### src/rtl/mem_port_arbiter_if.sv
// -----------------------------------------------------------------------------
// mem_port_arbiter_if
//   Bundles the request/grant handshake and memory-port control signals that
//   pass between the three masters (instruction fetch, load/store, debug/DMA),
//   the arbiter and the memory interface.
//
//   Signals
//     req          [2:0]  request per requester, held high until served
//     mem_ack             memory transaction complete, 1-cycle pulse
//     grant        [2:0]  one-hot grant, all zero = no owner
//     sel          [1:0]  address/data mux select = current/last owner index
//     mem_req             request to memory, high throughout a transaction
//     busy                high while a transaction is in progress
//     timeout_err         1-cycle pulse on watchdog abort
//
//   Modports
//     master : the arbiter, which owns the memory port and drives grant/sel
//     slave  : the surrounding system (requesters and memory)
// -----------------------------------------------------------------------------
interface mem_port_arbiter_if;
  logic [2:0] req;
  logic       mem_ack;
  logic [2:0] grant;
  logic [1:0] sel;
  logic       mem_req;
  logic       busy;
  logic       timeout_err;

  modport master (
    input  req, mem_ack,
    output grant, sel, mem_req, busy, timeout_err
  );

  modport slave (
    output req, mem_ack,
    input  grant, sel, mem_req, busy, timeout_err
  );
endinterface

### src/rtl/mem_port_arbiter.sv
// -----------------------------------------------------------------------------
// mem_port_arbiter
//   Round-robin arbiter sharing one memory port between three requesters
//   (0 = instruction fetch, 1 = data load/store, 2 = debug/DMA). A grant is
//   held for a whole memory transaction; sel drives the 3:1 address/data mux
//   in front of the memory port and keeps the last owner between grants.
//
//   Ports
//     clk   in  system clock, rising edge
//     rst   in  synchronous active-high reset
//     bus   mem_port_arbiter_if.master (req, mem_ack in; grant, sel,
//           mem_req, busy, timeout_err out; all outputs registered)
//
//   Parameters
//     TIMEOUT  max BUSY cycles without ack before abort (>= 2)
//     CNT_W    timeout counter width, must hold TIMEOUT-1
//
//   Optional feature
//     ARB_TIMEOUT_EN  when defined, a watchdog aborts a transaction after
//                     TIMEOUT BUSY cycles without mem_ack and pulses
//                     timeout_err. When undefined, timeout_err is tied low
//                     and BUSY waits for mem_ack indefinitely.
// -----------------------------------------------------------------------------
module mem_port_arbiter #(
  parameter int TIMEOUT = 16,
  parameter int CNT_W   = 5
) (
  input  logic                clk,
  input  logic                rst,
  mem_port_arbiter_if.master  bus
);

  typedef enum logic {IDLE, BUSY} state_t;

  state_t     state_reg;
  logic [1:0] last_reg;
  logic [1:0] sel_reg;
  logic [2:0] grant_reg;
  logic       mem_req_reg;
  logic       busy_reg;

  // Round-robin scan order: candidate gi is (last + 1 + gi) mod 3, so the
  // previous owner is considered last.
  logic [2:0] sum  [3];
  logic [1:0] cand [3];
  logic [2:0] hit;

  genvar gi;
  generate
    for (gi = 0; gi < 3; gi++) begin : g_scan
      assign sum[gi]  = {1'b0, last_reg} + 3'(gi + 1);
      assign cand[gi] = (sum[gi] >= 3'd3) ? 2'(sum[gi] - 3'd3) : sum[gi][1:0];
      assign hit[gi]  = bus.req[cand[gi]];
    end
  endgenerate

  logic       any_req;
  logic [1:0] pick_idx;

  assign any_req = |hit;

  always_comb begin
    pick_idx = sel_reg;
    if (hit[0])      pick_idx = cand[0];
    else if (hit[1]) pick_idx = cand[1];
    else if (hit[2]) pick_idx = cand[2];
  end

`ifdef ARB_TIMEOUT_EN
  logic [CNT_W-1:0] cnt_reg;
  logic             timeout_err_reg;
  logic             terminal;

  assign terminal = (cnt_reg == CNT_W'(TIMEOUT - 1));
`else
  // Keeps the watchdog parameters referenced when the feature is compiled out.
  localparam int timeout_unused = TIMEOUT + CNT_W;
`endif

  always_ff @(posedge clk) begin
    if (rst) begin
      state_reg   <= IDLE;
      last_reg    <= 2'd2;   // requester 0 wins the first arbitration
      sel_reg     <= 2'd0;
      grant_reg   <= 3'b000;
      mem_req_reg <= 1'b0;
      busy_reg    <= 1'b0;
`ifdef ARB_TIMEOUT_EN
      cnt_reg         <= '0;
      timeout_err_reg <= 1'b0;
`endif
    end else begin
`ifdef ARB_TIMEOUT_EN
      timeout_err_reg <= 1'b0;
`endif
      case (state_reg)
        IDLE: begin
          // mem_ack is ignored here; with no request, sel keeps the last owner
          if (any_req) begin
            grant_reg   <= 3'b001 << pick_idx;
            sel_reg     <= pick_idx;
            mem_req_reg <= 1'b1;
            busy_reg    <= 1'b1;
            state_reg   <= BUSY;
`ifdef ARB_TIMEOUT_EN
            cnt_reg     <= '0;
`endif
          end
        end
        BUSY: begin
          // req changes (owner or others) are ignored until back in IDLE.
          // sel_reg holds the owner index throughout and is left unchanged.
          if (bus.mem_ack) begin
            grant_reg   <= 3'b000;
            mem_req_reg <= 1'b0;
            busy_reg    <= 1'b0;
            last_reg    <= sel_reg;
            state_reg   <= IDLE;
          end
`ifdef ARB_TIMEOUT_EN
          // Ack has priority over a simultaneous terminal count.
          else if (terminal) begin
            grant_reg       <= 3'b000;
            mem_req_reg     <= 1'b0;
            busy_reg        <= 1'b0;
            last_reg        <= sel_reg;
            state_reg       <= IDLE;
            timeout_err_reg <= 1'b1;
          end else begin
            cnt_reg <= cnt_reg + 1'b1;
          end
`endif
        end
        default: state_reg <= IDLE;
      endcase
    end
  end

  assign bus.grant   = grant_reg;
  assign bus.sel     = sel_reg;
  assign bus.mem_req = mem_req_reg;
  assign bus.busy    = busy_reg;
`ifdef ARB_TIMEOUT_EN
  assign bus.timeout_err = timeout_err_reg;
`else
  assign bus.timeout_err = 1'b0;
`endif

endmodule

### src/flat_wrapper.sv
// flat-port wrapper written by rule: the top's interface ports become plain ports
module mem_port_arbiter_flat 
#(
  parameter int TIMEOUT = 16,
  parameter int CNT_W   = 5
)
  (clk, rst, bus_req, bus_mem_ack, bus_grant, bus_sel, bus_mem_req, bus_busy, bus_timeout_err);
  mem_port_arbiter_if bus_i ();
  input  logic clk;
  input  logic rst;
  input wire logic [$bits(bus_i.req)-1:0] bus_req;
  input wire logic [$bits(bus_i.mem_ack)-1:0] bus_mem_ack;
  output wire logic [$bits(bus_i.grant)-1:0] bus_grant;
  output wire logic [$bits(bus_i.sel)-1:0] bus_sel;
  output wire logic [$bits(bus_i.mem_req)-1:0] bus_mem_req;
  output wire logic [$bits(bus_i.busy)-1:0] bus_busy;
  output wire logic [$bits(bus_i.timeout_err)-1:0] bus_timeout_err;
  assign bus_i.req = bus_req;
  assign bus_i.mem_ack = bus_mem_ack;
  assign bus_grant = bus_i.grant;
  assign bus_sel = bus_i.sel;
  assign bus_mem_req = bus_i.mem_req;
  assign bus_busy = bus_i.busy;
  assign bus_timeout_err = bus_i.timeout_err;
  mem_port_arbiter #(.TIMEOUT(TIMEOUT), .CNT_W(CNT_W)) u_core (.clk(clk), .rst(rst), .bus(bus_i));
endmodule
### config.mk
export PLATFORM = sky130hd
export DESIGN_NAME = mem_port_arbiter_flat
export DESIGN_NICKNAME = d
export VERILOG_FILES = /design/src/rtl/mem_port_arbiter_if.sv /design/src/rtl/mem_port_arbiter.sv /design/src/flat_wrapper.sv
export SDC_FILE = /design/constraint.sdc
export NUM_CORES = 1
export LEC_CHECK = 0
export CAP_MARGIN = 5
export CORE_UTILIZATION = 47
export CTS_CLUSTER_DIAMETER = 50
export DETAILED_ROUTE_END_ITERATION = 7
export PLACE_DENSITY = 0.76
export SYNTH_ARGS = -nofsm -noshare
export SYNTH_HDL_FRONTEND = slang
export SYNTH_SLANG_ARGS = --single-unit
### constraint.sdc
create_clock -name clk -period 2.4 [get_ports clk]
set_clock_uncertainty 0.1 [all_clocks]
set_input_delay 0.48 -clock clk [delete_from_list [all_inputs] [get_ports clk]]
set_output_delay 0.48 -clock clk [all_outputs]
set_load 0.01 [all_outputs]
==> impl_metrics.csv, run 1 <==
group,metric,value,unit
clock_network,numCtsBuffers,3,
yosys,synth_enable_flop_cells,0,
place,dp.cells,98,
final_layout,areaGrowthSynthToFinish,23.9,%
power,power_density,573,nW/um2
power,power.total,0.435,mW
routing,via_per_inst,5.60,
floorplanning,die_h,38.1,um
global_route,antenna_found_initial,0,
clock_network,cts_tree,"built",
sta,setup_viol,0,
routing,ant_nets,0,
final_layout,fillCellCount,108,
floorplanning,ios,14,
final_layout,fin_util,65.6,%
global_route,grt_pass1_vias,441,
clock_network,htree_levels,1,
final_layout,antenna_cells,0,
clock_network,clk_pin_slew_worst_paths,0.06,ns
status,status,"finished, final reports clean",
routing,drc,0,
place,io_buffer_count,12,
final_layout,layout_commonest_cell,"clkdlybuf4s50_1",
global_route,grt_max_degree,14,
yosys,synth_warnings,0,
yosys,async_flop_share,0,%
clock_network,post_cts.repair.setup_buffers,0,
sta,rsz0062_at_grt,"false",
routing,wirelength,1200,um
routing,via_count,571,
final_layout,stdcell_count,102,
power,ir_drop,417,uV
sta,fin_crit_sh,94.1,%
floorplanning,num_rows,12,
yosys,syn_area_per_cell,8.16,um2
yosys,yosysUniqueCellTypes,35,
sta,timing.setup.tns,0,ns
critical_path,crit_type,"register to register",
place,placed_area,729,um2
yosys,synth_ff_type,"dfxtp_1",
final_layout,drive_above_1_share,11.4,%
final_layout,nets,98,
routing,drt_iter0_drc,16,
yosys,netlist_area,612,um2
yosys,ys_seq_area_share,29.4,%
global_route,grt_usage,20.3,%
power,p_leak,0.321,nW
critical_path,endpoint_kind,"register",
worst_hold_path,min_path_type,"register to register",
final_layout,post-route-cell-area,758,um2
critical_path,r2r_setup_slack,0.14,ns
clock_network,root_buffer,"clkbuf_4",
critical_path,cp.arrival,2.36,ns
sta,period_minus_slack,2.26,ns
floorplanning,die_w,38.1,um
sta,timing_hold_violations_final,0,
global_route,gr-total-overflow,0,
sta,fmaxAchievable,0.443,GHz
floorplanning,die-area,1450,um2
floorplanning,initial_core_util,52.9,%
routing,wl_per_cell,11.8,um
clock_network,clk-insertion-delay-late,0.27,ns
final_layout,mostFrequentLayoutCells,"clkdlybuf4s50_1, dfxtp_1, nand2_1, a21oi_1, nand3_1",
routing,dr.pass1.iters,4,
yosys,syn_inst,75,
run,cap_viol_max_count,0,
critical_path,cp_max_fo,13,
place,gp_congestion,0.898,
place,dp_hpwl,902,um
floorplanning,core_area,1160,um2
clock_network,clock-sinks,9,
global_route,grt_pass1_wl,1930,um
critical_path,worstSetupStartpointType,"register",
yosys,ys_seq_elements,9,
clock_network,ctsLongestPathBuffers,2,
yosys,syn-num-nets,84,
critical_path,cp.required,2.50,ns
sta,slew_violations,0,
final_layout,largest_reg_flops,3,
==> report_power, final <==
part / total, mW / internal, mW / switching, mW
Combinational: 0.141 / 0.0730 / 0.0675
Sequential: 0.177 / 0.165 / 0.0117
Clock: 0.118 / 0.0641 / 0.0535
==> Yosys cell counts (all sizes together) (3+ instances only) <==
cell type	count	share of area, %
buf	4	5.1
nor2b	3	3.1
nand2b	4	4.1
nand3	5	4.1
dfxtp	9	29
inv	5	3.1
nand2	6	3.7
a21oi	7	6.3
nor2	3	1.8
ha	3	6.1
o21ai	3	2.5
==> critical path, cell delays in order (launching register included) <==
cell and delay, ns:
dfxtp_1 0.36, inv_1 0.07, ha_2 0.46, mux2i_1 0.32, o21ai_0 0.12, a41o_1 0.29, or3_1 0.37, a21oi_2 0.11
==> per-layer routing <==
layer | vias to the layer above | part of all wire (%) | global-route usage, %
met5 | - | 0 | 0
met4 | 0 | 1.8 | 10.7
met3 | 5 | 6.2 | 10.5
met2 | 15 | 44 | 29.7
met1 | 256 | 48 | 23.7
li1 | 295 | - | -
==> cells by family (layout without fill, tap and decap cells) <==
family                   Yosys count  in the layout  share of synthesized area [%]
flip-flops                         9              9                           29.4
AO/OA/AOI/OAI                     26             26                           32.1
AND/OR/NAND/NOR                   24             24                           19.6
buffers and inverters             10             23                           8.79
other                              1              1                          0.613
adder cells (fa/ha/maj)            3              3                           6.14
multiplexers                       2              2                           3.27
==> area by class of cell <==
| cell class | instances | area [um2] | area share, % |
|---|---|---|---|
| Timing Repair Buffer | 14 | 135 | 17.8 |
| Multi-Input combinational cell | 56 | 380 | 50.2 |
| Inverter | 5 | 18.8 | 2.48 |
| Clock buffer | 4 | 26.3 | 3.47 |
| Sequential cell | 9 | 180 | 23.8 |
| Tap cell | 14 | 17.5 | 2.31 |
==> stage by stage <==
stage | hold slack, ns | setup slack [ns]
6_report | 0.367 | 0.143
3_3_place_gp | 0.364 | 0.0588
2_1_floorplan | 0.363 | 0.244
3_5_place_dp | 0.362 | 0.0582
4_1_cts | 0.370 | 0.0934
5_1_grt | 0.395 | 0.0209
==> worst paths after layout <==
check / from / endpoint / depth (start not counted)
max: u_core.last_reg[1] / u_core.bus.grant[0] / 7
min: u_core.bus.grant[2] / u_core.bus.grant[2] / 2
max reg2reg: u_core.last_reg[1] / u_core.bus.grant[0] / 7
min reg2reg: u_core.bus.grant[2] / u_core.bus.grant[2] / 2
==> what timing repair did <==
action	CTS	global route
hold buffers	0	0
gates resized for setup	0	1
endpoints found under the setup margin	0	1
Note: power is estimated with default switching activity, not from simulation.
==> run 2: changes to the inputs <==
- RECOVER_POWER: unset -> 50
==> run 2 against run 1 <==
Combinational power shrank 4%. Flip-flop and latch count is the same. Sequential share of layout area is the same. Cell count is the same. Wire length shrank 0.25%. Count of clock-buffer cells in the layout is the same. Sequential power is essentially flat. Global-route usage is the same. Critical path type unchanged. Critical endpoint unchanged. Largest cell class unchanged.
==> impl_metrics.csv, run 2 (synthesized netlist as in run 1, its figures left out) <==
group,metric,value,unit
floorplanning,core_area,1160,um2
run,cap_viol_max_count,0,
routing,ant_nets,0,
floorplanning,die_w,38.1,um
place,dp_hpwl,902,um
global_route,antenna_found_initial,0,
final_layout,largest_reg_flops,3,
final_layout,stdcell_count,102,
final_layout,nets,98,
power,ir_drop,412,uV
routing,drt_iter0_drc,16,
global_route,top_usage_layer,"met2",
critical_path,worstSetupStartpointType,"register",
clock_network,numCtsBuffers,3,
clock_network,htree_levels,1,
sta,setup_viol,0,
place,io_buffer_count,12,
status,status,"finished, final reports clean",
floorplanning,die-area,1450,um2
critical_path,crit_type,"register to register",
global_route,grt_pass1_vias,441,
clock_network,post_cts.repair.setup_buffers,0,
power,p_leak,0.335,nW
sta,timing.setup.tns,0,ns
place,gp_congestion,0.898,
final_layout,layout_commonest_cell,"dfxtp_1",
sta,fin_crit_sh,94.1,%
global_route,grt_usage,20.3,%
global_route,grt_max_degree,14,
final_layout,mostFrequentLayoutCells,"dfxtp_1, dlygate4sd3_1, nand2_1, a21oi_1",
sta,fmaxAchievable,0.443,GHz
routing,wirelength,1200,um
sta,slew_violations,0,
final_layout,multiInputGateArea,380,um2
floorplanning,ios,14,
floorplanning,num_rows,12,
global_route,gr-total-overflow,0,
sta,fin_ws,0.143,ns
final_layout,regArea,180,um2
critical_path,endpoint_kind,"register",
clock_network,clock-sinks,9,
floorplanning,die_h,38.1,um
final_layout,fillCellCount,108,
sta,period_minus_slack,2.26,ns
clock_network,ctsHoldBuffers,0,
power,power_density,566,nW/um2
global_route,grt_use_met2,29.7,%
routing,wl_per_cell,11.8,um
critical_path,cp_max_fo,13,
routing,dr.pass1.iters,4,
critical_path,cp.arrival,2.36,ns
place,dp.cells,98,
routing,via_count,571,
final_layout,areaGrowthSynthToFinish,23.9,%
global_route,use_met1,23.7,%
clock_network,clk_pin_slew_worst_paths,0.06,ns
clock_network,root_buffer,"clkbuf_4",
clock_network,cts_tree,"built",
routing,via_per_inst,5.60,
final_layout,drive_above_1_share,11.4,%
floorplanning,initial_core_util,52.9,%
global_route,global_route.usage.met3,10.5,%
clock_network,clk-insertion-delay-late,0.27,ns
worst_hold_path,min_path_type,"register to register",
final_layout,antenna_cells,0,
global_route,grt_pass1_wl,1930,um
critical_path,cp.required,2.50,ns
clock_network,ctsLongestPathBuffers,2,
sta,rsz0062_at_grt,"false",
place,pre_cts_ws,0.0582,ns
sta,timing_hold_violations_final,0,
routing,drc,0,
run 2: final cells by class:
cell class,instances,share of cell area (%)
well taps,14,2.31
clock buffers,4,3.47
flip-flops and latches,9,23.8
multi-input cells,56,50.2
repair buffers,14,17.8
inverters,5,2.48
run 2: worst paths after layout:
check	slack, ns	depth (start not counted)	start	end
worst min register to register	0.36	2	u_core.bus.mem_req	u_core.bus.mem_req
worst max register to register	0.14	7	u_core.last_reg[1]	u_core.bus.grant[0]
worst max-delay path	0.14	7	u_core.last_reg[1]	u_core.bus.grant[0]
worst min-delay path	0.36	2	u_core.bus.mem_req	u_core.bus.mem_req
run 2: metal layers:
metal,wire [um],up-vias
li1,-,295
met5,0,-
met3,75,5
met4,22,0
met2,529,15
met1,573,256
run 2: worst max-delay path: stages, from the launching register on:
cell and delay (ns):
dfxtp_1 0.36, inv_1 0.07, ha_2 0.46, mux2i_1 0.32, o21ai_0 0.12, a41o_1 0.29, or3_1 0.37, a21oi_2 0.11
run 2: repair_timing:
action | 4_1_cts | 5_1_grt
endpoints found under the hold margin | 0 | 0
gates resized for setup | 0 | 1
setup endpoints to repair | 0 | 1
run 2: power breakdown:
part,internal [mW],switching [mW],total [mW]
Sequential,0.165,0.0112,0.176
Clock,0.0641,0.0534,0.118
Combinational,0.0683,0.0675,0.136
Total,0.297,0.132,0.429
run 2: through the flow:
stage	utilization (%)	instance area, um2	hold WS (ns)	total power [mW]
floorplan	-	612	0.363	0.273
global placement	63.1	729	0.364	0.319
detailed placement	63.1	729	0.362	0.318
CTS	65.4	756	0.370	0.441
global route	65.6	758	0.389	0.462
finish	65.6	758	0.361	0.429
==> run 3: changes to the inputs <==
- MAX_ROUTING_LAYER: unset -> met4
==> results of run 3 <==
Final layout, timing and power as in run 2 (identical DEF).
Among the figures that moved: final weighted congestion in routability-driven placement 0.898 -> 0.913; overall routing resource usage 20.3% -> 20.8%
